## src/rtl/sword_anim_addr_gen_pkg.sv

```systemverilog
// Shared types and constants for the sword animation address stage and
// the sprite hit-test block that later sprite stages will reuse.
package sword_pkg;

  typedef enum logic [1:0] {
    UP    = 2'd0,
    DOWN  = 2'd1,
    LEFT  = 2'd2,
    RIGHT = 2'd3
  } dir_t;

  typedef enum logic [1:0] {
    IDLE  = 2'd0,
    ARMED = 2'd1,
    SWING = 2'd2
  } anim_state_t;

  // Default geometry and animation timing
  localparam int SPR_W_DEF       = 32;
  localparam int SPR_H_DEF       = 32;
  localparam int N_FRAMES_DEF    = 4;
  localparam int FRAME_TICKS_DEF = 6;

  // Screen coordinates are 10 bits; box origins need a sign bit on top
  localparam int COORD_W = 10;
  localparam int POS_W   = 11;

  // ROM address fields: {dir, frame, dy, dx}
  localparam int DIR_W      = 2;
  localparam int FRAME_W    = 2;
  localparam int DY_W       = 5;
  localparam int DX_W       = 5;
  localparam int ROM_ADDR_W = DIR_W + FRAME_W + DY_W + DX_W;

  typedef struct packed {
    logic [POS_W-1:0] sx;
    logic [POS_W-1:0] sy;
  } origin_t;

  // Sword box top-left corner: one sprite step away from Link, in the
  // facing direction. Result may be negative (two's complement, 11 bits).
  function automatic origin_t box_origin(input dir_t d,
                                         input logic [COORD_W-1:0] lx,
                                         input logic [COORD_W-1:0] ly,
                                         input int w, input int h);
    origin_t o;
    o.sx = {1'b0, lx};
    o.sy = {1'b0, ly};
    case (d)
      UP:      o.sy = o.sy - POS_W'(h);
      DOWN:    o.sy = o.sy + POS_W'(h);
      LEFT:    o.sx = o.sx - POS_W'(w);
      default: o.sx = o.sx + POS_W'(w);
    endcase
    return o;
  endfunction

endpackage

```

## src/rtl/sword_anim_addr_gen_if.sv

```systemverilog
// Pixel/control bus between the video timing + game logic side (master)
// and the sword address stage (slave).
interface sword_anim_addr_gen_if;
  import sword_pkg::*;

  logic                  frame_start;
  logic                  attack;
  logic [DIR_W-1:0]      dir;
  logic [COORD_W-1:0]    link_x;
  logic [COORD_W-1:0]    link_y;
  logic [COORD_W-1:0]    DrawX;
  logic [COORD_W-1:0]    DrawY;
  logic                  blank;
  logic [ROM_ADDR_W-1:0] rom_address;
  logic                  sprite_on;
  logic                  busy;
  logic                  anim_done;

  modport master (
    output frame_start, attack, dir, link_x, link_y, DrawX, DrawY, blank,
    input  rom_address, sprite_on, busy, anim_done
  );

  modport slave (
    input  frame_start, attack, dir, link_x, link_y, DrawX, DrawY, blank,
    output rom_address, sprite_on, busy, anim_done
  );
endinterface

```

## src/rtl/sword_anim_addr_gen_sprite_box_hit.sv

```systemverilog
// Combinational hit test of the current pixel against a sprite box whose
// origin may lie partly off screen. Offsets are only meaningful when
// o_in_box is set.
module sprite_box_hit
  import sword_pkg::*;
#(
  parameter int SPR_W = SPR_W_DEF,
  parameter int SPR_H = SPR_H_DEF,
  parameter int OX_W  = $clog2(SPR_W),
  parameter int OY_W  = $clog2(SPR_H)
) (
  input  logic [COORD_W-1:0] i_draw_x,
  input  logic [COORD_W-1:0] i_draw_y,
  input  logic [POS_W-1:0]   i_sx,
  input  logic [POS_W-1:0]   i_sy,
  output logic               o_in_box,
  output logic [OX_W-1:0]    o_dx,
  output logic [OY_W-1:0]    o_dy
);

  logic [POS_W-1:0] w_dx;
  logic [POS_W-1:0] w_dy;
  logic             w_x_ok;
  logic             w_y_ok;

  // Signed 11-bit difference: a negative result (MSB set) is left of/above
  // the box, so clipping needs no special case and never wraps.
  assign w_dx   = {1'b0, i_draw_x} - i_sx;
  assign w_dy   = {1'b0, i_draw_y} - i_sy;
  assign w_x_ok = !w_dx[POS_W-1] && (w_dx[POS_W-2:0] < (POS_W-1)'(SPR_W));
  assign w_y_ok = !w_dy[POS_W-1] && (w_dy[POS_W-2:0] < (POS_W-1)'(SPR_H));

  assign o_in_box = w_x_ok && w_y_ok;
  assign o_dx     = w_dx[OX_W-1:0];
  assign o_dy     = w_dy[OY_W-1:0];

endmodule

```

## src/rtl/sword_anim_addr_gen.sv

```systemverilog
// Sword swing animation and ROM address stage. Runs the swing FSM, latches
// direction and box origin at swing start, and registers sprite_on so it
// lines up with the synchronous sword ROM output.
module sword_anim_addr_gen
  import sword_pkg::*;
#(
  parameter int SPR_W       = SPR_W_DEF,
  parameter int SPR_H       = SPR_H_DEF,
  parameter int N_FRAMES    = N_FRAMES_DEF,
  parameter int FRAME_TICKS = FRAME_TICKS_DEF
) (
  input  logic                 vga_clk,
  input  logic                 reset_n,
  sword_anim_addr_gen_if.slave bus
);

  localparam int XW = $clog2(SPR_W);
  localparam int YW = $clog2(SPR_H);
  localparam int FW = (N_FRAMES > 1) ? $clog2(N_FRAMES) : 1;
  localparam int TW = (FRAME_TICKS > 1) ? $clog2(FRAME_TICKS) : 1;

  anim_state_t      r_state, w_state_next;
  logic [FW-1:0]    r_frame, w_frame_next;
  logic [TW-1:0]    r_tick, w_tick_next;
  dir_t             r_dir, w_dir_next;
  logic [POS_W-1:0] r_sx, w_sx_next;
  logic [POS_W-1:0] r_sy, w_sy_next;
  logic             r_anim_done, w_anim_done_next;
  logic             r_sprite_on;
  logic             w_latch;
  origin_t          w_origin;
  logic             w_in_box;
  logic [XW-1:0]    w_dx;
  logic [YW-1:0]    w_dy;

  assign w_origin = box_origin(dir_t'(bus.dir), bus.link_x, bus.link_y, SPR_W, SPR_H);

  sprite_box_hit #(
    .SPR_W (SPR_W),
    .SPR_H (SPR_H),
    .OX_W  (XW),
    .OY_W  (YW)
  ) u_hit (
    .i_draw_x (bus.DrawX),
    .i_draw_y (bus.DrawY),
    .i_sx     (r_sx),
    .i_sy     (r_sy),
    .o_in_box (w_in_box),
    .o_dx     (w_dx),
    .o_dy     (w_dy)
  );

  // Next-state logic: swing FSM, tick/frame counters and swing-start latch
  always_comb begin
    w_state_next     = r_state;
    w_frame_next     = r_frame;
    w_tick_next      = r_tick;
    w_dir_next       = r_dir;
    w_sx_next        = r_sx;
    w_sy_next        = r_sy;
    w_anim_done_next = 1'b0;
    w_latch          = 1'b0;

    case (r_state)
      IDLE: begin
        if (bus.attack) begin
          if (bus.frame_start) begin
            w_latch      = 1'b1;
            w_state_next = SWING;
          end else begin
            w_state_next = ARMED;
          end
        end
      end
      ARMED: begin
        if (bus.frame_start) begin
          w_latch      = 1'b1;
          w_state_next = SWING;
        end
      end
      SWING: begin
        if (bus.frame_start) begin
          if (r_tick == TW'(FRAME_TICKS - 1)) begin
            w_tick_next = '0;
            if (r_frame == FW'(N_FRAMES - 1)) begin
              w_state_next     = IDLE;
              w_anim_done_next = 1'b1;
            end else begin
              w_frame_next = r_frame + 1'b1;
            end
          end else begin
            w_tick_next = r_tick + 1'b1;
          end
        end
      end
      default: w_state_next = IDLE;
    endcase

    // Direction and position are frozen for the whole swing so the sword
    // cannot tear if Link moves or turns mid-frame.
    if (w_latch) begin
      w_dir_next   = dir_t'(bus.dir);
      w_sx_next    = w_origin.sx;
      w_sy_next    = w_origin.sy;
      w_frame_next = '0;
      w_tick_next  = '0;
    end
  end

  // State register plus the sprite_on pipeline stage matching ROM latency
  always_ff @(posedge vga_clk) begin
    if (!reset_n) begin
      r_state     <= IDLE;
      r_frame     <= '0;
      r_tick      <= '0;
      r_dir       <= UP;
      r_sx        <= '0;
      r_sy        <= '0;
      r_anim_done <= 1'b0;
      r_sprite_on <= 1'b0;
    end else begin
      r_state     <= w_state_next;
      r_frame     <= w_frame_next;
      r_tick      <= w_tick_next;
      r_dir       <= w_dir_next;
      r_sx        <= w_sx_next;
      r_sy        <= w_sy_next;
      r_anim_done <= w_anim_done_next;
      r_sprite_on <= w_in_box & bus.blank & (r_state == SWING);
    end
  end

  assign bus.rom_address = {r_dir, r_frame, w_dy, w_dx};
  assign bus.sprite_on   = r_sprite_on;
  assign bus.busy        = (r_state != IDLE);
  assign bus.anim_done   = r_anim_done;

endmodule

```

## src/flat_wrapper.sv

```systemverilog
// flat-port wrapper written by rule: the top's interface ports become plain ports
module sword_anim_addr_gen_flat import sword_pkg::*;
#(
  parameter int SPR_W       = SPR_W_DEF,
  parameter int SPR_H       = SPR_H_DEF,
  parameter int N_FRAMES    = N_FRAMES_DEF,
  parameter int FRAME_TICKS = FRAME_TICKS_DEF
)
  (vga_clk, reset_n, bus_frame_start, bus_attack, bus_dir, bus_link_x, bus_link_y, bus_DrawX, bus_DrawY, bus_blank, bus_rom_address, bus_sprite_on, bus_busy, bus_anim_done);
  sword_anim_addr_gen_if bus_i ();
  input  logic vga_clk;
  input  logic reset_n;
  input wire logic [$bits(bus_i.frame_start)-1:0] bus_frame_start;
  input wire logic [$bits(bus_i.attack)-1:0] bus_attack;
  input wire logic [$bits(bus_i.dir)-1:0] bus_dir;
  input wire logic [$bits(bus_i.link_x)-1:0] bus_link_x;
  input wire logic [$bits(bus_i.link_y)-1:0] bus_link_y;
  input wire logic [$bits(bus_i.DrawX)-1:0] bus_DrawX;
  input wire logic [$bits(bus_i.DrawY)-1:0] bus_DrawY;
  input wire logic [$bits(bus_i.blank)-1:0] bus_blank;
  output wire logic [$bits(bus_i.rom_address)-1:0] bus_rom_address;
  output wire logic [$bits(bus_i.sprite_on)-1:0] bus_sprite_on;
  output wire logic [$bits(bus_i.busy)-1:0] bus_busy;
  output wire logic [$bits(bus_i.anim_done)-1:0] bus_anim_done;
  assign bus_i.frame_start = bus_frame_start;
  assign bus_i.attack = bus_attack;
  assign bus_i.dir = bus_dir;
  assign bus_i.link_x = bus_link_x;
  assign bus_i.link_y = bus_link_y;
  assign bus_i.DrawX = bus_DrawX;
  assign bus_i.DrawY = bus_DrawY;
  assign bus_i.blank = bus_blank;
  assign bus_rom_address = bus_i.rom_address;
  assign bus_sprite_on = bus_i.sprite_on;
  assign bus_busy = bus_i.busy;
  assign bus_anim_done = bus_i.anim_done;
  sword_anim_addr_gen #(.SPR_W(SPR_W), .SPR_H(SPR_H), .N_FRAMES(N_FRAMES), .FRAME_TICKS(FRAME_TICKS)) u_core (.vga_clk(vga_clk), .reset_n(reset_n), .bus(bus_i));
endmodule
```

## config.mk

```make
export PLATFORM = sky130hd
export DESIGN_NAME = sword_anim_addr_gen_flat
export DESIGN_NICKNAME = d
export VERILOG_FILES = /design/src/rtl/sword_anim_addr_gen_pkg.sv /design/src/rtl/sword_anim_addr_gen_if.sv /design/src/rtl/sword_anim_addr_gen_sprite_box_hit.sv /design/src/rtl/sword_anim_addr_gen.sv /design/src/flat_wrapper.sv
export SDC_FILE = /design/constraint.sdc
export NUM_CORES = 1
export LEC_CHECK = 0
export CAP_MARGIN = 15
export CELL_PAD_IN_SITES_DETAIL_PLACEMENT = 0
export CELL_PAD_IN_SITES_GLOBAL_PLACEMENT = 1
export CORE_ASPECT_RATIO = 1.1
export CORE_MARGIN = 3
export CORE_UTILIZATION = 30
export CTS_BUF_LIST = sky130_fd_sc_hd__clkbuf_4 sky130_fd_sc_hd__clkbuf_8 sky130_fd_sc_hd__clkbuf_16
export DETAILED_ROUTE_END_ITERATION = 7
export DONT_BUFFER_PORTS = 1
export PLACE_DENSITY_LB_ADDON = 0.1
export SYNTH_ARGS = -nofsm -noshare
export SYNTH_HDL_FRONTEND = slang
export SYNTH_HIERARCHICAL = 1
export SYNTH_SLANG_ARGS = --single-unit
```

## constraint.sdc

```tcl
create_clock -name vga_clk -period 4.2 [get_ports vga_clk]
set_input_delay 1.26 -clock vga_clk [delete_from_list [all_inputs] [get_ports vga_clk]]
set_output_delay 1.26 -clock vga_clk [all_outputs]
set_load 0.02 [all_outputs]
```

Word-level counts from Yosys, hierarchy flattened
Index checks and enable logic that the tools add are counted.
{"block": "word_totals", "register_bits": 33, "in_bits": 47, "out_inout_bits": 17, "wordCells": 61}
{"block": "op_classes", "add_sub_neg": 8, "order_cmp": 2, "eq_ne": 11, "muxes": 14, "bitwise_logic": 4, "reduce_logical": 14}
{"operator": "$pmux W11 S2", "n": 2}
{"operator": "$add A10 B6 Y11 const B", "n": 2}
{"operator": "$sub A10 B11 Y11", "n": 2}
{"operator": "$sub A10 B6 Y11 const B", "n": 2}
{"operator": "$lt A10 B6 Y1 const B", "n": 2}
{"operator": "$mux W2", "n": 6}
{"operator": "$reduce_and A4 Y1", "n": 2}
{"operator": "$eq A2 B2 Y1 const B", "n": 3}
{"operator": "$ne A2 B2 Y1 const B", "n": 3}
{"operator": "$pmux W2 S3", "n": 1}
{"operator": "$reduce_and A5 Y1", "n": 1}
{"operator": "$eq A2 B1 Y1 const B", "n": 2}
{"operator": "$logic_not A2 Y1", "n": 2}
{"operator": "$ne A2 B1 Y1 const B", "n": 2}
{"operator": "$reduce_or A2 Y1", "n": 2}
{"operator": "$add A3 B1 Y3 const B", "n": 1}
{"operator": "$eq A3 B3 Y1 const B", "n": 1}
{"operator": "$logic_and A1 B1 Y1", "n": 3}
{"operator": "$mux W1", "n": 3}
{"operator": "$mux W3", "n": 1}
{"operator": "$add A2 B1 Y2 const B", "n": 1}
{"operator": "$and A1 B1 Y1", "n": 2}
{"operator": "$logic_not A1 Y1", "n": 2}
{"operator": "$not A1 Y1", "n": 2}
{"operator": "3 further kinds", "n": 3}

Longest topological paths before layout
{"block": "logic_depth", "ltp_word": 6, "ltp_mapped": 11, "ltp_nobuf": 11}

Hierarchy
The synthesis kept the hierarchy.
{"mod": "sword_anim_addr_gen", "n_inst": 1, "cells_each": 192, "area_per_inst_um2": 1655.3, "seq_area_each_um2": 660.6}
{"mod": "sprite_box_hit", "n_inst": 1, "cells_each": 160, "area_per_inst_um2": 1116.1, "seq_area_each_um2": 0.0}

Worst setup path after synthesis
No wires, ideal clock.
{"block": "synth_timing", "path_type": "in2out", "startpoint": "input port bus_DrawY[0]", "endpoint": "output port bus_rom_address[9]", "arrival_ps": 2575, "required_ps": 2940, "slack_ps": 365, "cell_stages": 7, "path_buffers": 0, "path_cell_list": "inv_1 ha_1 fa_1 nand2b_1 nand2b_1 a21oi_1 xnor2_1"}
{"block": "synth_between", "elab_chain_len": 1}
{"item": "start: declaration", "line": "flat_wrapper.sv:19", "rtl": "input wire logic [$bits(bus_i.DrawY)-1:0] bus_DrawY;"}
{"item": "$sub A10 B11 Y11", "line": "sword_anim_addr_gen_sprite_box_hit.sv:29", "rtl": "assign w_dy = {1'b0, i_draw_y} - i_sy;"}
{"item": "end: declaration", "line": "flat_wrapper.sv:21", "rtl": "output wire logic [$bits(bus_i.rom_address)-1:0] bus_rom_address;"}
No other way between the ends.

Worst setup path in the final report
Ends and elaborated chain as after synthesis.

==> metrics.cfg <==
[global_routing]
grt_max_degree = 26
grt_use_total_pct = 14.0
grt_pass1_wl_um = 11900
grt.overflow.total = 0
antenna_found_initial = 0
grt_pass1_vias = 2384

[layout]
final_net_count = 425
drive_gt1_share_pct = 6.00
layout_common_cells = a21oi_1 (40), nand2_1 (39), dfxtp_1 (33), inv_1 (30), ha_1 (26)
fin_cells = 464
fin_area_mm2 = 0.00294
syn_to_final_growth_pct = 6.14
final_common_cell = a21oi_1
num_antenna_cells = 0

[sta]
hold_violations = 0
finalCritPeriodShare_pct = 90.7
setup_viol = 0
rsz0062_at_grt = no
drv_slew = 0
final.setup_skew_ns = 0.0118
fmax_mhz = 262
fin_crit_ns = 3.81
worst_pin_slew_ns = 0.932
slew_headroom_pct = 37.9
final.setup.tns_ns = 0

[synthesis]
synth.ff_latch_count = 33
synth_area_mm2 = 0.00277
synth_area_leader_cell = dfxtp_1
yosys-top-cells-area = dfxtp_1 (24%), ha_1 (12%), a21oi_1 (7.2%), nand2_1 (5.3%), inv_1 (4.1%)
synth_top_area_share_pct = 23.8
seq_area_frac_synth_pct = 23.8
syn-mean-instance-area_um2 = 7.87
synthFlopType = dfxtp_1
synth-edff-count = 0
async_flop_share_pct = 0
ys_types = 60
syn_nets = 428
synthCells = 352
synth_warnings = 6

[worst_setup_path]
crit_top_cell = nand2b_1
slowest_delay_ns = 0.40
end_kind = primary output
required_ns = 2.94
path_max_fanout = 3
worstPathCellList = inv_1 -> ha_1 -> fa_1 -> nand2b_1 -> nand2b_1 -> a21oi_1 -> xnor2_1 -> buf_4
arrival_ns = 2.55
worstSetupPathType = input port to primary output
slowest_stage = fa_1
start_kind = input port

[cts]
clock_latency_ns = 0.29
cts_tree = built
cts_root_buf = clkbuf_8
cts_sinks = 33
numCtsBuffers = 5
clk_pin_slew_ns = 0.07
cts_hold_buf = 0
cts_htree_levels = 2
cts_buffer_depth = 2
cts-resized-gates = 0
postCtsSetupBuffers = 0

[placed_design]
gp_congestion = 0.778
post_dp_cell_area_mm2 = 0.00286
dpl.hpwl_um = 5580
dpl.cell_count = 456
io_buffers = 0

[route]
drt-pass1-iter-count = 4
ant_nets = 0
postRouteWirelength_um = 7030
vias_per_cell = 5.12
route.vias.total = 2374
drt-initial-drc-count = 92
wl_per_cell_um = 15.1
drc_errors = 0

[power_and_ir_drop]
leakage_nw = 1.18
power_w = 0.000870
power.density_mw_per_mm2 = 296
max-vdd-ir-drop_v = 0.000125

[job]
cap_violations = 0

[floorplan]
dieWidth_um = 97.6
initial_core_util_pct = 31.1
io_pins = 64
core_mm2 = 0.00892
rows = 36
die_y_um = 107
dieArea_mm2 = 0.0104

[status]
outcome = finished, final reports clean

[hold_path]
hp-class = flop to flop

[worst paths after layout]
path / start / to / slack (ns) / cells after the start
setup / recovery: bus_DrawY[0] / bus_rom_address[9] / 0.39 / 8
hold / removal: u_core/r_sx[2] / u_core/r_sx[2] / 0.46 / 2
setup reg to reg: u_core/r_sy[0] / u_core/bus.sprite_on / 1.53 / 10
hold reg to reg: u_core/r_sx[2] / u_core/r_sx[2] / 0.46 / 2
[per-stage QoR]
stage	hold WS, ns	setup slack (ns)	utilization (%)
after floorplan	0.432	0.365	-
after global placement	0.444	0.394	32.0
after detailed placement	0.454	0.382	32.0
after CTS	0.465	0.383	33.0
after global routing	0.489	0.280	33.0
final	0.459	0.389	33.0
[cells in the mapped netlist, types with 3 or more instances]
cell type  instances
dfxtp_1           33
and4_1             3
clkbuf_1           3
nand2b_1           6
xor2_1             4
mux2i_1            8
inv_1             30
o211ai_1           3
nor3_1             6
nor2b_1            6
a21o_1             5
o21a_1             7
buf_2              5
o21ai_0           11
and3_1             5
a211oi_1           5
o2111ai_1          3
a21oi_1           40
nand3_1           12
nor2_1            22
xnor2_1           12
or3_1              6
nand2_1           39
and2_1             3
ha_1              26
fa_1               3
[critical path: cells and delay by family]
kind | cells | cell delay, ns
AO/OA/AOI/OAI | 1 | 0.08
AND/OR/NAND/NOR | 2 | 0.28
adder cells (fa/ha/maj) | 2 | 0.61
buffers and inverters | 2 | 0.18
XOR/XNOR | 1 | 0.14
[sequential cells by signal, indices dropped and copies added, names as in the netlist]
name	cells
u_core/r_sx	11
u_core/r_state	2
u_core/r_dir	2
u_core/r_sy	11
u_core/bus.anim_done	1
u_core/r_tick	3
u_core/r_frame	2
u_core/bus.sprite_on	1
[cells by family (layout without fill, tap and decap cells)]
logic type | count (synthesis) | in the layout | share of synthesized area [%]
buffers and inverters | 42 | 40 | 6.73
AND/OR/NAND/NOR | 129 | 129 | 24.9
XOR/XNOR | 16 | 16 | 5.06
multiplexers | 9 | 9 | 3.30
flip-flops | 33 | 33 | 23.8
AO/OA/AOI/OAI | 94 | 94 | 22.3
adder cells (fa/ha/maj) | 29 | 29 | 13.9
[cell type report]
type | instances | area, µm²
clock buffers | 5 | 68.8
clock inverters | 3 | 17.5
fillers | 994 | 5980
inverters | 30 | 113
multi-input cells | 277 | 1920
flip-flops and latches | 33 | 661
well taps | 114 | 143
repair buffers | 2 | 15.0
[report_power, final]
part	total, W	leakage (nW)	internal (W)	switching, W
Sequential	0.000341	0.269	0.000329	0.0000117
Clock	0.000235	0.0439	0.000114	0.000121
Combinational	0.000294	0.866	0.000122	0.000172
[per-layer routing]
layer,global-route usage (%),share of wire (%)
met5,0,0
met4,4.45,1.4
met3,2.73,3.6
met2,22.5,47
met1,18.8,48
Note: power is estimated with default switching activity, not from simulation.
